===== config.mk =====
export PLATFORM = sky130hd
export DESIGN_NAME = alu_sequencer
export DESIGN_NICKNAME = d
export VERILOG_FILES = /design/src/rtl/alu_sequencer.sv
export SDC_FILE = /design/constraint.sdc
export NUM_CORES = 1
export LEC_CHECK = 0
export CORE_MARGIN = 4
export CORE_UTILIZATION = 48
export CTS_CLUSTER_SIZE = 14
export DETAILED_ROUTE_END_ITERATION = 10
export PLACE_DENSITY = 0.75
export SETUP_SLACK_MARGIN = 0.1
export SYNTH_ARGS = -nofsm -noshare
export SYNTH_HDL_FRONTEND = slang
export SYNTH_SLANG_ARGS = --single-unit

===== constraint.sdc =====
create_clock -name clk -period 2.4 [get_ports clk]
set_input_delay 0.48 -clock clk [delete_from_list [all_inputs] [get_ports clk]]
set_output_delay 0.48 -clock clk [all_outputs]
set_load 0.05 [all_outputs]

===== src/rtl/alu_sequencer.sv =====
// alu_sequencer: buffers ALU commands in a FIFO, drives one operation at a time onto
// registered ALU inputs, waits a settle time, then returns the captured result.
module alu_sequencer #(
    parameter int FIFO_DEPTH    = 4,
    parameter int SETTLE_CYCLES = 1
) (
    input  logic       clk,
    input  logic       reset,
    input  logic       cmd_valid,
    output logic       cmd_ready,
    input  logic [3:0] cmd_select,
    input  logic [7:0] cmd_num1,
    input  logic [7:0] cmd_num2,
    input  logic       cmd_use_acc,
    output logic [7:0] alu_num1,
    output logic [7:0] alu_num2,
    output logic [3:0] alu_select,
    input  logic [7:0] alu_result,
    output logic       rsp_valid,
    input  logic       rsp_ready,
    output logic [7:0] rsp_result,
    output logic       rsp_zero,
    output logic [7:0] acc,
    output logic       busy
);

    localparam int AW = $clog2(FIFO_DEPTH);
    localparam int CW = $clog2(SETTLE_CYCLES + 1);

    typedef enum logic [1:0] {IDLE, WAIT, RESP} state_t;

    typedef struct packed {
        logic [3:0] sel;
        logic [7:0] num1;
        logic [7:0] num2;
        logic       useAcc;
    } cmd_t;

    cmd_t            fifoMem_q [FIFO_DEPTH];
    logic [AW-1:0]   wrPtr_q, wrPtr_d;
    logic [AW-1:0]   rdPtr_q, rdPtr_d;
    logic [AW:0]     count_q, count_d;
    state_t          state_q, state_d;
    logic [CW-1:0]   cnt_q, cnt_d;
    logic [7:0]      aluNum1_q, aluNum1_d;
    logic [7:0]      aluNum2_q, aluNum2_d;
    logic [3:0]      aluSelect_q, aluSelect_d;
    logic [7:0]      rspResult_q, rspResult_d;
    logic            rspZero_q, rspZero_d;
    logic            rspValid_q, rspValid_d;
    logic [7:0]      acc_q, acc_d;

    logic            fifoEmpty;
    logic            fifoFull;
    logic            push;
    logic            pop;
    cmd_t            head;
    cmd_t            incoming;

    assign fifoEmpty = (count_q == '0);
    assign fifoFull  = (count_q == (AW+1)'(FIFO_DEPTH));
    // Ready depends only on registered occupancy; reset forces it low while asserted.
    assign cmd_ready = !fifoFull && !reset;
    assign push      = cmd_valid && cmd_ready;
    assign pop       = (state_q == IDLE) && !fifoEmpty;
    assign head      = fifoMem_q[rdPtr_q];
    assign incoming  = '{sel: cmd_select, num1: cmd_num1, num2: cmd_num2, useAcc: cmd_use_acc};

    assign alu_num1   = aluNum1_q;
    assign alu_num2   = aluNum2_q;
    assign alu_select = aluSelect_q;
    assign rsp_valid  = rspValid_q;
    assign rsp_result = rspResult_q;
    assign rsp_zero   = rspZero_q;
    assign acc        = acc_q;
    assign busy       = (state_q != IDLE) || !fifoEmpty;

    always_ff @(posedge clk) begin
        if (push) begin
            fifoMem_q[wrPtr_q] <= incoming;
        end
    end

    always_ff @(posedge clk) begin
        if (reset) begin
            wrPtr_q     <= '0;
            rdPtr_q     <= '0;
            count_q     <= '0;
            state_q     <= IDLE;
            cnt_q       <= '0;
            aluNum1_q   <= '0;
            aluNum2_q   <= '0;
            aluSelect_q <= '0;
            rspResult_q <= '0;
            rspZero_q   <= 1'b0;
            rspValid_q  <= 1'b0;
            acc_q       <= '0;
        end else begin
            wrPtr_q     <= wrPtr_d;
            rdPtr_q     <= rdPtr_d;
            count_q     <= count_d;
            state_q     <= state_d;
            cnt_q       <= cnt_d;
            aluNum1_q   <= aluNum1_d;
            aluNum2_q   <= aluNum2_d;
            aluSelect_q <= aluSelect_d;
            rspResult_q <= rspResult_d;
            rspZero_q   <= rspZero_d;
            rspValid_q  <= rspValid_d;
            acc_q       <= acc_d;
        end
    end

    always_comb begin
        wrPtr_d     = wrPtr_q;
        rdPtr_d     = rdPtr_q;
        count_d     = count_q;
        state_d     = state_q;
        cnt_d       = cnt_q;
        aluNum1_d   = aluNum1_q;
        aluNum2_d   = aluNum2_q;
        aluSelect_d = aluSelect_q;
        rspResult_d = rspResult_q;
        rspZero_d   = rspZero_q;
        rspValid_d  = rspValid_q;
        acc_d       = acc_q;

        if (push) begin
            wrPtr_d = wrPtr_q + AW'(1);
        end
        if (pop) begin
            rdPtr_d = rdPtr_q + AW'(1);
        end
        case ({push, pop})
            2'b10:   count_d = count_q + (AW+1)'(1);
            2'b01:   count_d = count_q - (AW+1)'(1);
            default: count_d = count_q;
        endcase

        case (state_q)
            IDLE: begin
                if (!fifoEmpty) begin
                    aluSelect_d = head.sel;
                    aluNum2_d   = head.num2;
                    // Accumulator is already updated here, so chained ops see the previous result.
                    aluNum1_d   = head.useAcc ? acc_q : head.num1;
                    cnt_d       = CW'(SETTLE_CYCLES);
                    state_d     = WAIT;
                end
            end
            WAIT: begin
                if (cnt_q == CW'(1)) begin
                    rspResult_d = alu_result;
                    acc_d       = alu_result;
                    rspZero_d   = (alu_result == 8'd0);
                    rspValid_d  = 1'b1;
                    state_d     = RESP;
                end else begin
                    cnt_d = cnt_q - CW'(1);
                end
            end
            RESP: begin
                if (rsp_ready) begin
                    rspValid_d = 1'b0;
                    state_d    = IDLE;
                end
            end
            default: state_d = IDLE;
        endcase
    end

endmodule


== After elaboration in Yosys (flattened, before gate mapping) ==
Memory sizes are Yosys's and may differ from the RTL's. A register that Yosys moved wholly into a read port is not among the register bits.
Cells that the tools add are included.

* Add/sub/neg operators: 5
* Reductions and logical operators: 19
* Mux-type cells: 16
* Equal/unequal tests: 8
* Bitwise operators: 1

{| class="wikitable"
|+ Operators with widths
! kind !! number
|-
| 2-bit two-way mux || 5
|-
| 8-bit zero test || 1
|-
| 8-bit two-way mux || 1
|-
| 2-bit nonzero test || 4
|-
| 1-bit two-way mux || 6
|-
| 2-bit != test, second input constant || 3
|-
| 2-bit one-hot mux with 3 select lines || 1
|-
| 3-bit one-hot mux with 2 select lines || 1
|-
| 2-bit AND reduction || 3
|-
| 3-bit AND reduction || 2
|-
| 2-bit by 1-bit adder with 2-bit output, second input constant || 2
|-
| 2-bit by 1-bit equality test with 1-bit output, second input constant || 2
|-
| 2-bit equality test, second input constant || 2
|-
| 1-bit one-hot mux with 2 select lines || 2
|-
| 3-bit by 1-bit adder with 3-bit output, second input constant || 1
|-
| 3-bit equality test, second input constant || 1
|-
| 1-bit logical AND || 3
|-
| 1-bit zero test || 3
|-
| 3-bit zero test || 1
|-
| 3-bit by 1-bit subtractor with 3-bit output, second input constant || 1
|-
| 2-bit zero test || 1
|-
| 1-bit logical OR || 1
|-
| 1-bit NOT || 1
|-
| 1-bit subtractor, second input constant || 1
|}

* Memories: 1
* Register bits: 40
* Memory bits (writable): 84
* Bits of input ports: 33
* Logic and storage cells: 61
* Output and inout port bits: 40

{| class="wikitable"
|+ Memories
! name !! depth !! bits a word !! read ports !! clocked after Yosys merged registers in !! write ports !! RTL line !! RTL
|-
| fifoMem_q || 4 || 21 || 1 || 1 || 1 || 39 || <nowiki>cmd_t fifoMem_q [FIFO_DEPTH];</nowiki>
|}

== Longest topological paths before layout ==
* Depth after elaboration: 6
* Gate-level depth with buffers: 8

== Least setup slack after synthesis ==
OpenSTA, ideal clock, no wires.

* Kind: input-to-reg
* From: input port reset
* To: register count_q[2]
* Data arrival time: 2.247 ns
* Path slack: 0.083 ns
* Stages on the path: 8
* Data required time: 2.330 ns
* Path buffers: 1
* Path through: clkbuf_1 nor3_1 inv_1 ha_1 fa_1 xnor2_1 or3_1 a21oi_1

* Cells in the longest elaborated chain, start to end: 5

{| class="wikitable"
|+ Ends and longest elaborated chain
! what !! RTL line !! RTL
|-
| start: declaration || 8 || <nowiki>input logic reset,</nowiki>
|-
| 1-bit zero test || 63 || <nowiki>assign cmd_ready = !fifoFull && !reset;</nowiki>
|-
| 1-bit logical AND || 63 ||
|-
| 1-bit logical AND || 64 || <nowiki>assign push = cmd_valid && cmd_ready;</nowiki>
|-
| 2-bit by 1-bit equality test with 1-bit output or 2-bit equality test (tied branches) || 134 || <nowiki>case ({push, pop})</nowiki>
|-
| 3-bit one-hot mux with 2 select lines or 2-bit nonzero test (tied branches) || n/a ||
|-
| end signal: assignment || 101 || <nowiki>count_q <= count_d;</nowiki>
|-
| end: declaration || 42 || <nowiki>logic [AW:0] count_q, count_d;</nowiki>
|}

Several ways; a longest one is shown, not always the timed one.
A chain may end at the register's enable or synchronous reset.

==> impl_metrics.toml <==
[clock_network]
clk_path_buf_depth = 2
clock_tree.root_cell = "sky130_fd_sc_hd__clkbuf_8"
cts_hold_buffers = 0
path_clk_slew_ns = 0.05
tritoncts.num_buffers = 17
cts_tree = "yes"
cts.sink_count = 126
cts_post_setup_buffers_inserted = 0
cts-htree-levels = 4
clock_insertion_delay_worst_skew_ns = 0.51

[sta]
max_clock_freq_mhz = 449.9
timing.final.crit_period_ns = 2.223
max_slew.worst_pin.slew_ns = 0.6129
layout_worst_path_cycle_share = 0.9261
slew-limit-headroom = 0.5902
rsz_0062_raised_after_global_routing = "yes"
final_setup_viols = 0
worst_case_setup_margin_in_the_final_layout_ns = 0.1774
timing.clock.skew_ns = 0.009835
drv_slew = 0
finalHoldViolCount = 0

[worst_setup_path]
critPathLaunchType = "flip-flop"
cp.depth = 1
type_of_element_capturing_the_critical_path = "output port"
critPathKind = "flip-flop to output port"
crit_path_max_fanout = 4
delay_of_the_slowest_cell_on_the_worst_path_ns = 0.84
critPathRequiredTime_ns = 1.92
critical_path_cell_by_cell = "clkdlybuf4s50_1"
regToRegStartpoint = "count_q[1]$_SDFFE_PP0P_"
worstPathBufferInverterCount = 1
timing.critical_path.arrival_ns = 1.74
cell_with_the_largest_stage_delay_on_the_worst_path = "sky130_fd_sc_hd__clkdlybuf4s50_1"
path_delay_family = "buffers and inverters"
worst_setup_path_startpoint = "acc[1]$_SDFFE_PP0P_"
ff2ff_path_depth = 8

[min_path]
hp-class = "flip-flop to flip-flop"
hold-path-cell-count = 2
hold_path_start = "rsp_zero$_SDFFE_PP0P_"

[floorplanning]
initial_utilization = 0.4936
dieArea_sq_mm = 0.01177
core_area_sq_mm = 0.009819
die_x_um = 108.5
die_height_um = 108.5
pin_count = 73
number_of_rows_in_the_core_area = 36

[final_layout]
leading_cell_types_in_the_layout_fill_and_taps_excluded = "84 x sky130_fd_sc_hd__edfxtp_1, 64 x sky130_fd_sc_hd__clkdlybuf4s50_1, 41 x sky130_fd_sc_hd__dfxtp_1"
area_delta_synth_final_pct = 30.92
sequential_cell_area_sq_mm = 0.003364
postLayoutCellArea_sq_mm = 0.006346
fin_nets = 431
fillers = 735
antennaDiodeCount = 0
final_layout_size_suffix_gt1_frac = 0.1852
post-route-util = 0.6463
multi_input_comb_area_sq_mm = 0.001344
commonest_non_fill_non_tap_cell_in_the_layout = "sky130_fd_sc_hd__edfxtp_1"

[placement]
gp_congestion = 0.7534
placed_cell_area_sq_mm = 0.005772
dpl_worst_slack_ns = -0.1608
port_buffers = 72
dp.final_hpwl_um = 6485

[pwr]
leakage_nw = 2.281
finalPower_w = 0.007551
power_density_mw_per_mm2 = 1190
irDropWorstVdd_v = 0.0007259

[status]
run_status = "complete, no violations"

[synth]
post_synth_inst_count = 311
yosysTopAreaCellShare = 0.5204
post_synth.cell_area_avg_sq_um = 15.59
post_synth_instance_area_sq_mm = 0.004847
yosys_most_used_dff = "sky130_fd_sc_hd__edfxtp_1"
yosysWarnings = 0
share_of_flip_flops_with_an_asynchronous_set_or_reset_after_synthesis = 0
net_count_after_synthesis = 350
synth.ff_latch_count = 126
synth-edff-count = 84
synth_seq_area_share = 0.6939
synth.distinct_cells = 32
netlist.top_cell.by_area = "sky130_fd_sc_hd__edfxtp_1"
synth_top_cells_by_area = "sky130_fd_sc_hd__edfxtp_1 52%, sky130_fd_sc_hd__dfxtp_1 17%, sky130_fd_sc_hd__mux4_2 9.8%"

[global_routing]
first_global_vias = 2922
global_route_wire_length_before_repair_um = 15430
grt_max_degree = 45
globalRouteTotalUtil = 0.1793
antenna_found_initial = 0
gr-total-overflow = 0

[drt]
drtAntennaViolNets = 0
drt_iter0_drc = 109
post_drt_via_cell_ratio = 5.353
detailroute.via_count = 2880
drc = 0
wl_per_cell_um = 18.08
drt-total-wl_um = 9729
detail_route.first_pass.iterations = 4

[run]
maxCapViolCount = 0
## state kept, by name, summed over array words and instances (netlist names), 2 cells and up, named ones only
name and count:
alu_num1 8, count_q 3, wrPtr_q 2, state_q 2, fifoMem_q 84, alu_num2 8
alu_select 4, rdPtr_q 2, acc 8
## logic make-up after synthesis
logic type / share of synthesized area
AOI/OAI and AO/OA: 0.06298
adders and majority gates: 0.01704
DFF: 0.6939
and+or+nand+nor: 0.05369
xor gates and xnor gates: 0.003614
buffers and inverters: 0.03381
muxes: 0.1350
## through the flow
step                      cells  hold WS, ns   TNS, ns
after floorplan             311       0.4546         0
after global placement      506       0.4475  -0.04845
after detailed placement    506       0.4520   -0.1608
after CTS                   538       0.4598         0
after global routing        538       0.4959         0
final                       538       0.4594         0
## final timing paths
path,end,slack [ns]
hold reg to reg,rsp_zero$_SDFFE_PP0P_,0.46
setup / recovery,rsp_result[1],0.18
setup reg to reg,count_q[2]$_SDFFE_PP0P_,0.19
hold / removal,rsp_zero$_SDFFE_PP0P_,0.46
## cell type report
cell class	instances	area share
multi-input combinational	153	0.2118
timing repair buffer	87	0.1416
inverter	7	0.004140
clock buffer	25	0.07650
tap	133	0.02622
sequential	126	0.5302
clock inverter	7	0.009661
## synth_stat cells, drive strengths merged, types with 2 or more instances
library cell	n
or3	3
ha	5
nand3	13
and2	4
nor3	2
inv	7
nor2	13
nand3b	2
o21ai	15
buf	13
nor4	2
edfxtp	84
dfxtp	42
nand2	5
mux4	21
o31ai	2
a21oi	31
or4	2
clkbuf	12
mux2i	17
a211oi	8
## layer usage
layer	vias up	part of all wire	track usage	routed length [um]
li1	1356	-	-	-
met1	1416	0.41	0.2207	3971
met2	90	0.51	0.2948	4969
met3	18	0.060	0.05970	586
met4	0	0.021	0.06763	202
met5	-	0	0	0
## report_power, final
part / internal [W] / leakage [nW] / total [W] / switching, W
Clock: 0.00148 / 0.268 / 0.00230 / 0.000827
Combinational: 0.000982 / 0.906 / 0.00247 / 0.00149
Sequential: 0.00259 / 1.11 / 0.00277 / 0.000184
Total: 0.00505 / 2.28 / 0.00755 / 0.00250
## timing repair
action,CTS,global route
endpoints found under the setup margin,3,6
gates resized for setup,3,9
pin swaps,0,0
(Power assumes the default switching activity.)
